<file path="config.mk">
export PLATFORM = sky130hd
export DESIGN_NAME = uart_tx_ctrl_flat
export DESIGN_NICKNAME = d
export VERILOG_FILES = /design/src/rtl/uart_pkg.sv /design/src/rtl/uart_tx_ctrl_if.sv /design/src/rtl/uart_baud_cnt.sv /design/src/rtl/uart_tx_ctrl.sv /design/src/flat_wrapper.sv
export SDC_FILE = /design/constraint.sdc
export NUM_CORES = 1
export LEC_CHECK = 0
export ABC_CLOCK_PERIOD_IN_PS = 2400
export CORE_MARGIN = 2
export CORE_UTILIZATION = 50
export CTS_BUF_LIST = sky130_fd_sc_hd__clkbuf_16
export CTS_CLUSTER_DIAMETER = 150
export DETAILED_ROUTE_END_ITERATION = 10
export PLACE_DENSITY = 0.72
export SLEW_MARGIN = 20
export SYNTH_ARGS = -nofsm -noshare
export SYNTH_HDL_FRONTEND = slang
export SYNTH_SLANG_ARGS = --single-unit
</file>
<file path="constraint.sdc">
create_clock -name clk -period 2.4 [get_ports clk]
set_input_delay 0.24 -clock clk [delete_from_list [all_inputs] [get_ports clk]]
set_output_delay 0.24 -clock clk [all_outputs]
set_load 0.02 [all_outputs]
</file>
<file path="src/rtl/uart_pkg.sv">
// ---------------------------------------------------------------------------
// uart_pkg
// Shared definitions for the UART transmit sequencing logic: the FSM state
// encoding, the data-bit count and the frame-length constants.
//
// Configuration macro: UART_TX_STOP2_EN
//   defined   -> two stop bits per frame
//   undefined -> one stop bit per frame (default)
// ---------------------------------------------------------------------------
package uart_pkg;

    // Sequencing states of the transmit controller
    typedef enum logic [2:0] {
        IDLE  = 3'd0,
        LOAD  = 3'd1,
        START = 3'd2,
        DATA  = 3'd3,
        STOP  = 3'd4
    } uart_state_t;

    localparam int UART_DATA_BITS = 8;
    localparam int UART_BIT_CNT_W = 3;

`ifdef UART_TX_STOP2_EN
    localparam int UART_STOP_BITS = 2;
`else
    localparam int UART_STOP_BITS = 1;
`endif

    // start bit + data bits + stop bit(s)
    localparam int UART_FRAME_BITS = 1 + UART_DATA_BITS + UART_STOP_BITS;

endpackage

</file>
<file path="src/rtl/uart_tx_ctrl_if.sv">
// ---------------------------------------------------------------------------
// uart_tx_ctrl_if
// Handshake bundle between the TBR/TSR register stage and the transmit
// sequencing controller.
//
// Signals:
//   tbr_valid    register stage -> ctrl : one-cycle pulse, TBR holds a new byte
//   load         ctrl -> datapath       : TSR <= {stop, TBR, start}
//   shift        ctrl -> datapath       : TSR shift right, fill with 1
//   set          ctrl -> datapath       : force the serial line high
//   clear_valid  ctrl -> register stage : clear the register-stage valid
//   tx_ready     ctrl -> CPU side       : no byte pending, TBR may be written
//   tx_busy      ctrl -> CPU side       : frame in progress
//   tx_done      ctrl -> CPU side       : pulse in last cycle of the stop period
//   tx_overrun   ctrl -> CPU side       : pulse, a byte arrived while one pending
//
// Modports: master = register stage / datapath side, slave = controller.
// ---------------------------------------------------------------------------
interface uart_tx_ctrl_if;

    logic tbr_valid;
    logic load;
    logic shift;
    logic set;
    logic clear_valid;
    logic tx_ready;
    logic tx_busy;
    logic tx_done;
    logic tx_overrun;

    modport master (
        output tbr_valid,
        input  load,
        input  shift,
        input  set,
        input  clear_valid,
        input  tx_ready,
        input  tx_busy,
        input  tx_done,
        input  tx_overrun
    );

    modport slave (
        input  tbr_valid,
        output load,
        output shift,
        output set,
        output clear_valid,
        output tx_ready,
        output tx_busy,
        output tx_done,
        output tx_overrun
    );

endinterface

</file>
<file path="src/rtl/uart_baud_cnt.sv">
// ---------------------------------------------------------------------------
// uart_baud_cnt
// Baud-period counter. Counts 0 .. CLKS_PER_BIT-1 while enabled and wraps to
// 0 only after the terminal count. A synchronous clear holds it at 0.
//
// Parameters:
//   CLKS_PER_BIT  clk cycles per serial bit (>= 2)
// Ports:
//   clk     in  clock, rising edge
//   reset   in  async, active-high
//   clear   in  synchronous clear to 0 (wins over enable)
//   enable  in  advance the count
//   tc      out count is at CLKS_PER_BIT-1 (decoded from the register)
// ---------------------------------------------------------------------------
module uart_baud_cnt #(
    parameter int CLKS_PER_BIT = 868,
    localparam int CNT_W = (CLKS_PER_BIT > 2) ? $clog2(CLKS_PER_BIT) : 1
) (
    input  logic clk,
    input  logic reset,
    input  logic clear,
    input  logic enable,
    output logic tc
);

    logic [CNT_W-1:0] baud_cnt;

    // Terminal count is decoded from the counter register only
    assign tc = (baud_cnt == CNT_W'(CLKS_PER_BIT - 1));

    // Counter register: clear has priority, otherwise count and wrap at tc
    always_ff @(posedge clk or posedge reset) begin
        if (reset) begin
            baud_cnt <= '0;
        end else if (clear) begin
            baud_cnt <= '0;
        end else if (enable) begin
            if (tc) begin
                baud_cnt <= '0;
            end else begin
                baud_cnt <= baud_cnt + 1'b1;
            end
        end
    end

endmodule

</file>
<file path="src/rtl/uart_tx_ctrl.sv">
// ---------------------------------------------------------------------------
// uart_tx_ctrl
// Sequencing FSM for the 8N1 UART transmit datapath. It drives the TBR/TSR
// Load/Shift/Set/Clear_Valid strobes, times each bit with uart_baud_cnt,
// counts data bits, latches the one-cycle TBR-valid pulse into a pending
// flag and reports ready/busy/done/overrun to the CPU-side write logic.
// Every output is decoded from registered state; no input reaches an output
// combinationally.
//
// Configuration macro: UART_TX_STOP2_EN (two stop bits when defined).
//
// Parameters:
//   CLKS_PER_BIT  clk cycles per serial bit (>= 2), default 868
// Ports:
//   clk    in  clock, rising edge
//   reset  in  async, active-high; aborts any frame, drops the pending byte
//   bus    uart_tx_ctrl_if.slave (tbr_valid in; strobes and status out)
// ---------------------------------------------------------------------------
module uart_tx_ctrl
    import uart_pkg::*;
#(
    parameter int CLKS_PER_BIT = 868
) (
    input  logic           clk,
    input  logic           reset,
    uart_tx_ctrl_if.slave  bus
);

    uart_state_t                state;
    uart_state_t                next_state;
    logic                       pending;
    logic                       overrun_q;
    logic [UART_BIT_CNT_W-1:0]  bit_cnt;
    logic                       baud_tc;
    logic                       baud_clear;
    logic                       baud_en;
    logic                       in_load;
    logic                       last_data_bit;
    logic                       stop_last;

    assign in_load    = (state == LOAD);
    assign baud_clear = (state == IDLE) || (state == LOAD);
    assign baud_en    = (state == START) || (state == DATA) || (state == STOP);

    // bit_cnt doubles as the stop-bit index inside STOP, so the last stop
    // cycle is the terminal count of stop bit UART_STOP_BITS-1
    assign last_data_bit = (bit_cnt == UART_BIT_CNT_W'(UART_DATA_BITS - 1));
    assign stop_last     = baud_tc && (bit_cnt == UART_BIT_CNT_W'(UART_STOP_BITS - 1));

    uart_baud_cnt #(
        .CLKS_PER_BIT (CLKS_PER_BIT)
    ) u_baud_cnt (
        .clk    (clk),
        .reset  (reset),
        .clear  (baud_clear),
        .enable (baud_en),
        .tc     (baud_tc)
    );

    // State register
    always_ff @(posedge clk or posedge reset) begin
        if (reset) begin
            state <= IDLE;
        end else begin
            state <= next_state;
        end
    end

    // Next-state logic: a pending byte is picked up from IDLE or straight
    // from the end of the stop period, giving one idle-high LOAD cycle
    // between back-to-back frames
    always_comb begin
        next_state = state;
        case (state)
            IDLE: begin
                if (pending) begin
                    next_state = LOAD;
                end
            end
            LOAD: begin
                next_state = START;
            end
            START: begin
                if (baud_tc) begin
                    next_state = DATA;
                end
            end
            DATA: begin
                if (baud_tc && last_data_bit) begin
                    next_state = STOP;
                end
            end
            STOP: begin
                if (stop_last) begin
                    next_state = pending ? LOAD : IDLE;
                end
            end
            default: begin
                next_state = IDLE;
            end
        endcase
    end

    // Output decode from state and counter registers
    always_comb begin
        bus.load        = 1'b0;
        bus.shift       = 1'b0;
        bus.set         = 1'b0;
        bus.clear_valid = 1'b0;
        bus.tx_busy     = 1'b0;
        bus.tx_done     = 1'b0;
        case (state)
            IDLE: begin
                bus.set = 1'b1;
            end
            LOAD: begin
                bus.load        = 1'b1;
                bus.clear_valid = 1'b1;
                bus.set         = 1'b1;
            end
            START, DATA: begin
                bus.shift   = baud_tc;
                bus.tx_busy = 1'b1;
            end
            STOP: begin
                bus.tx_busy = 1'b1;
                bus.tx_done = stop_last;
            end
            default: begin
                bus.set = 1'b1;
            end
        endcase
        bus.tx_ready   = ~pending;
        bus.tx_overrun = overrun_q;
    end

    // Pending flag: a new byte wins over a simultaneous load so it is not
    // lost. A byte arriving while one is already waiting (and not being
    // loaded this cycle) is flagged as an overrun on the following cycle.
    always_ff @(posedge clk or posedge reset) begin
        if (reset) begin
            pending   <= 1'b0;
            overrun_q <= 1'b0;
        end else begin
            overrun_q <= bus.tbr_valid && pending && !in_load;
            if (bus.tbr_valid) begin
                pending <= 1'b1;
            end else if (in_load) begin
                pending <= 1'b0;
            end
        end
    end

    // Bit counter: restarted by the start-bit shift, advanced by each data
    // shift (wrapping 7 -> 0 into STOP) and by each completed stop bit
    always_ff @(posedge clk or posedge reset) begin
        if (reset) begin
            bit_cnt <= '0;
        end else begin
            case (state)
                START: begin
                    if (baud_tc) begin
                        bit_cnt <= '0;
                    end
                end
                DATA: begin
                    if (baud_tc) begin
                        bit_cnt <= bit_cnt + 1'b1;
                    end
                end
                STOP: begin
                    if (baud_tc && !stop_last) begin
                        bit_cnt <= bit_cnt + 1'b1;
                    end
                end
                default: begin
                    bit_cnt <= '0;
                end
            endcase
        end
    end

endmodule
</file>
<file path="src/flat_wrapper.sv">
// flat-port wrapper written by rule: the top's interface ports become plain ports
module uart_tx_ctrl_flat import uart_pkg::*;
#(
    parameter int CLKS_PER_BIT = 868
)
  (clk, reset, bus_tbr_valid, bus_load, bus_shift, bus_set, bus_clear_valid, bus_tx_ready, bus_tx_busy, bus_tx_done, bus_tx_overrun);
  uart_tx_ctrl_if bus_i ();
  input  logic clk;
  input  logic reset;
  input wire logic [$bits(bus_i.tbr_valid)-1:0] bus_tbr_valid;
  output wire logic [$bits(bus_i.load)-1:0] bus_load;
  output wire logic [$bits(bus_i.shift)-1:0] bus_shift;
  output wire logic [$bits(bus_i.set)-1:0] bus_set;
  output wire logic [$bits(bus_i.clear_valid)-1:0] bus_clear_valid;
  output wire logic [$bits(bus_i.tx_ready)-1:0] bus_tx_ready;
  output wire logic [$bits(bus_i.tx_busy)-1:0] bus_tx_busy;
  output wire logic [$bits(bus_i.tx_done)-1:0] bus_tx_done;
  output wire logic [$bits(bus_i.tx_overrun)-1:0] bus_tx_overrun;
  assign bus_i.tbr_valid = bus_tbr_valid;
  assign bus_load = bus_i.load;
  assign bus_shift = bus_i.shift;
  assign bus_set = bus_i.set;
  assign bus_clear_valid = bus_i.clear_valid;
  assign bus_tx_ready = bus_i.tx_ready;
  assign bus_tx_busy = bus_i.tx_busy;
  assign bus_tx_done = bus_i.tx_done;
  assign bus_tx_overrun = bus_i.tx_overrun;
  uart_tx_ctrl #(.CLKS_PER_BIT(CLKS_PER_BIT)) u_core (.clk(clk), .reset(reset), .bus(bus_i));
endmodule
</file>
After elaboration in Yosys (flattened, before gate mapping) --
Index checks and enable logic that the tools add are counted.
Word-level totals: register bits 18, latch bits 0, RAM bits 0, memory bits (read-only) 0, output and inout port bits 8, word-level logic and storage cells 58, memories 0
Cells by class: add/subtract/negate cells 2, $mul 0, div/mod/pow operators 0, order comparisons 0, equal/unequal tests 12, shift-type cells 0, multiplexer cells 20, bitwise operators 1, reductions and logical operators 18
Operator list (number):
- 2-to-1 mux 10 bit | 3
- 2-to-1 mux 3 bit | 7
- one-hot mux 3 bit (5 select lines) | 1
- adder 10 x 1 -> 10 bit, second input constant | 1
- == test 10 bit, second input constant | 1
- one-hot mux 3 bit (3 select lines) | 1
- 2-to-1 mux 1 bit | 8
- inequality test 2 x 1 -> 1 bit, second input constant | 4
- == test 3 x 2 -> 1 bit, second input constant | 2
- == test 3 bit, second input constant | 2
- zero test 3 bit | 2
- logical AND 1 bit | 5
- inequality test 2 bit, second input constant | 2
- AND reduction 4 bit | 1
- nonzero test 2 bit | 2
- adder 3 x 1 -> 3 bit, second input constant | 1
- == test 3 x 1 -> 1 bit, second input constant | 1
- logical OR 1 bit | 3
- AND reduction 3 bit | 1
- OR reduction 3 bit | 1
- zero test 1 bit | 2
- OR reduction 2 bit | 1
- NOT 1 bit | 1

Depth between registers and ports, before layout --
depth in word-level cells 6, mapped depth 6, mapped depth without buffers 6

Modules after synthesis --
A second synthesis with hierarchy kept.
Second synthesis, totals: cells, all modules 115, area, all modules 1121.1 um2
By module, submodules not included:
- uart_baud_cnt | instances 1, cells each 63, area an instance 609.3 um2, sequential area each 250.2 um2
- uart_tx_ctrl | instances 1, cells each 52, area an instance 511.7 um2, sequential area each 200.2 um2

Least setup slack after synthesis --
Ideal clock, no wire load.
path type register to register, from register u_core.u_baud_cnt.baud_cnt[0], to register u_core.u_baud_cnt.baud_cnt[0], setup time 0.065 ns, arrival time 1.648 ns, setup slack 0.687 ns, stages on the path, launching flop included 7, path buffers 1, cell sequence dfrtp_1 ha_1 and4b_1 and3b_1 buf_6 or4_1 nand2_1
Between the ends: longest elaborated chain between the ends 4
RTL lines:
- from (decl) | RTL line uart_baud_cnt.sv:26 | logic [CNT_W-1:0] baud_cnt;
- from (signal assigned) | RTL line uart_baud_cnt.sv:41 | baud_cnt <= baud_cnt + 1'b1;
- adder 10 x 1 -> 10 bit or == test 10 bit (tied branches) | RTL line uart_baud_cnt.sv:41, uart_baud_cnt.sv:29
- 2-to-1 mux 10 bit * | RTL line uart_baud_cnt.sv:38 | if (tc) begin
- 2-to-1 mux 10 bit * | RTL line uart_baud_cnt.sv:37 | end else if (enable) begin
- 2-to-1 mux 10 bit * | RTL line uart_baud_cnt.sv:35 | end else if (clear) begin
Every way passes the cells marked *; elsewhere a longest branch is shown, timed or not. The select of a mux whose other input is x is not followed. A chain may end at the register's enable or synchronous reset.

Final worst setup path --
from register u_core.state[2], to output bus_set
Between the ends: longest elaborated chain between the ends 3
RTL lines:
- from (decl) | RTL line uart_tx_ctrl.sv:29 | uart_state_t state;
- from (signal assigned) | RTL line uart_tx_ctrl.sv:65 | state <= next_state;
- == test 3 bit or == test 3 x 2 -> 1 bit (tied branches) | RTL line uart_tx_ctrl.sv:112 | case (state)
- OR reduction 3 bit (no line) *
- 2-to-1 mux 1 bit * | RTL line uart_tx_ctrl.sv:112
- to (decl) | RTL line flat_wrapper.sv:13 | output wire logic [$bits(bus_i.set)-1:0] bus_set;
Every way passes the cells marked *; elsewhere a longest branch is shown, timed or not.

==> results.md <==
* Initial Utilization at 52.7%
* Synth Area in XOR/XNOR at 7.70%
* Fin util at 62.8%
* Count of cell types in the netlist at 33
* Synth Cell Area at 0.00102 mm²
* Power Total at 0.991 mW
* Reg2reg setup slack at 0.61 ns
* I/O Pins at 11
* Element type at the critical path end: output pin
* Slew Viols, Final at 0
* Setup Skew at 0.00188 ns
* Deepest clock path buffer count at 2
* CP bufs+invs at 2
* Worst-Margin Slew at 0.669 ns
* Row cnt at 16
* Root Driver: clkbuf_16
* Routed WL per cell at 13.2 µm
* P per Cell Area at 813 mW/mm²
* Remaining DRCs at 0
* Post-placement setup slack at 0.313 ns
* Post-synth EDFFs at 0
* Routability cong. at 0.869
* Post-synth ARST share at 100%
* Synth Register Bits at 18
* Final ANT Viol Nets at 0
* Crit path cell chain: or3b_2 -> nand2_1 -> inv_1 -> clkdlybuf4s50_1
* RSZ-0062 raised after global routing: no
* CP top delay family: buffers and inverters
* Avg Inst Size Synth at 9.14 µm²
* Hpwl dp at 1390 µm
* Finished Layout Cells at 149
* Core area at 0.00194 mm²
* First-pass GRT wire length at 3460 µm
* DR iter-0 viols at 14
* Leakage power at 0.587 nW
* WS Path Type: flop to output pin
* Via count at 853
* Crit-path max cell delay at 0.55 ns
* Number of antenna diodes at 0
* Hold slack final at 0.387 ns
* Slew margin rel. at 55.3%
* Height of the die at 49.2 µm
* CP startpoint kind: flop
* Total die area at 0.00243 mm²
* PnR worst setup slack at 0.133 ns
* Data arrival time of the worst path at 2.03 ns
* Ys flop type: dfrtp_1
* Post-synthesis simple-gate area fraction at 25.4%
* Post-CTS Setup Inserts at 0
* R2R Path End: u_core.u_baud_cnt.baud_cnt[0]$_DFFE_PP0P_
* Synth Area in Compound Gates at 12.5%
* Synthesized net count at 119
* CTS tree: built
* Fill cell count at 163
* Share of cells above drive strength 1 at 4.10%
* Largest net degree at the start of global routing at 19
* Crit path max fanout at 12
* Die Wd at 49.2 µm
* Htree depth at 1
* Worst r2r src: u_core.u_baud_cnt.baud_cnt[0]$_DFFE_PP0P_
* Vias in the first global route at 801
* Num CTS Buffers at 3
* Synth warnings at 0
* Reg clk slew, reported paths at 0.05 ns
* Max Cap Viol at 0
* Port-buffer cells at 10
* Vias per inst at 5.72
* GRT Util Overall at 18.6%
* Max Clk Rate at 441 MHz
* CTS Sinks at 18
* P&R area growth vs syn at 19.1%
* Critical Path Slowest Stage Cell: dfrtp_1
* Setup tns final at 0 ns
* Fin crit period at 2.27 ns
* Cells after DPL at 145
* Post-synthesis cell count at 112
* Multiplexer share of the synthesized area at 0%
* Register area share after synthesis at 44.0%
* Cell area after layout at 0.00122 mm²
* Layout net count at 130
* Status: complete, no violations
* Post-DP Area at 0.00113 mm²
* Main combinational cell family by area after synthesis: simple AND/OR/NAND/NOR gates
* GRT overflow at 0
* Required @ worst endpoint at 2.16 ns
* Post-Synth Adder-Cell Area at 4.89%
* Final Cycle Share at 94.4%
* Final wirelength at 1970 µm
* Worst VDD drop at 0.495 mV
* Worst Hold Class: primary input to asynchronous set/reset pin
* Fin. Hold Viols at 0
* Pre-Repair DR Iteration Count at 4
* Worst skew pair latency at 0.25 ns
* Worst Reg-to-Reg Cells at 5
* Initial antenna violation count at 0
* Final setup violation count at 0
==> per-layer routing <==
layer | part of all wire [%] | GRT usage (%) | up-vias
met5 | 0 | 0 | -
met1 | 47 | 24.5 | 413
li1 | - | - | 415
met2 | 47 | 28.8 | 20
met3 | 3.5 | 3.37 | 5
met4 | 2.0 | 10.0 | 0
==> where the power goes <==
group | total [mW] | internal (mW) | switching, mW | leakage, nW
combinational | 0.195 | 0.0938 | 0.102 | 0.328
clock | 0.330 | 0.221 | 0.109 | 0.0385
sequential | 0.466 | 0.371 | 0.0950 | 0.221
==> synthesized netlist by cell type, types with 2 or more instances <==
cell type / number / area (µm²)
a22o_1: 2 / 17.5
and3_1: 3 / 18.8
clkbuf_1: 3 / 11.3
dfrtp_1: 18 / 450
ha_1: 4 / 50.1
inv_1: 7 / 26.3
nand2_1: 10 / 37.5
nand2b_1: 3 / 18.8
nand3_1: 2 / 10.0
nand4_1: 7 / 43.8
nor2_1: 13 / 48.8
nor3_1: 3 / 15.0
nor4_1: 2 / 12.5
o21a_1: 2 / 15.0
o21ai_0: 7 / 35.0
o21ai_1: 2 / 10.0
xnor2_1: 4 / 35.0
xor2_1: 5 / 43.8
==> final cells by class <==
cell class                 count  area (µm²)  area share (%)
clock buffer                   3        75.1            6.16
clock inverter                 1        3.75           0.308
inverter                       7        26.3            2.16
multi-input combinational     82         517            42.4
sequential                    18         450            37.0
tap                           27        33.8            2.77
timing repair buffer          11         113            9.24
==> kinds of logic after synthesis <==
| logic type | count (synthesis) |
|---|---|
| and+or+nand+nor | 50 |
| AOI/OAI and AO/OA | 19 |
| xor gates and xnor gates | 9 |
| adders and majority gates | 4 |
| DFF | 18 |
| buffers and inverters | 12 |
==> layout by cell type (no fill, tap or decap), types with 3 or more instances in the layout <==
master / instances
and3_1: 3
clkbuf_16: 3
clkdlybuf4s50_1: 8
dfrtp_1: 18
ha_1: 4
inv_1: 7
nand2_1: 10
nand2b_1: 3
nand4_1: 7
nor2_1: 13
nor3_1: 3
o21ai_0: 7
xnor2_1: 4
xor2_1: 5
==> flip-flops by register name, summed over array words and instances, names as in the netlist <==
name	flops
u_core.bit_cnt	3
u_core.state	3
u_core.u_baud_cnt.baud_cnt	10
u_core.pending	1
u_core.bus.tx_overrun	1
==> what timing repair did <==
item / in CTS / in global routing
gates resized for setup: 0 / 2
hold endpoints to repair: 0 / 0
hold buffers: 0 / 0
setup endpoints to repair: 0 / 2
==> worst max-delay path by stage <==
stage | start | end | cells past startpoint
2_1_floorplan | u_core.u_baud_cnt.baud_cnt[0]$_DFFE_PP0P_ | u_core.u_baud_cnt.baud_cnt[0]$_DFFE_PP0P_ | 6
4_1_cts | u_core.u_baud_cnt.baud_cnt[0]$_DFFE_PP0P_ | bus_shift | 5
3_5_place_dp | u_core.u_baud_cnt.baud_cnt[0]$_DFFE_PP0P_ | bus_shift | 5
3_3_place_gp | u_core.u_baud_cnt.baud_cnt[0]$_DFFE_PP0P_ | bus_tx_done | 5
6_report | u_core.state[2]$_DFFE_PP0P_ | bus_set | 4
5_1_grt | u_core.state[2]$_DFFE_PP0P_ | bus_set | 4
Note: power is estimated with default switching activity, not from simulation.
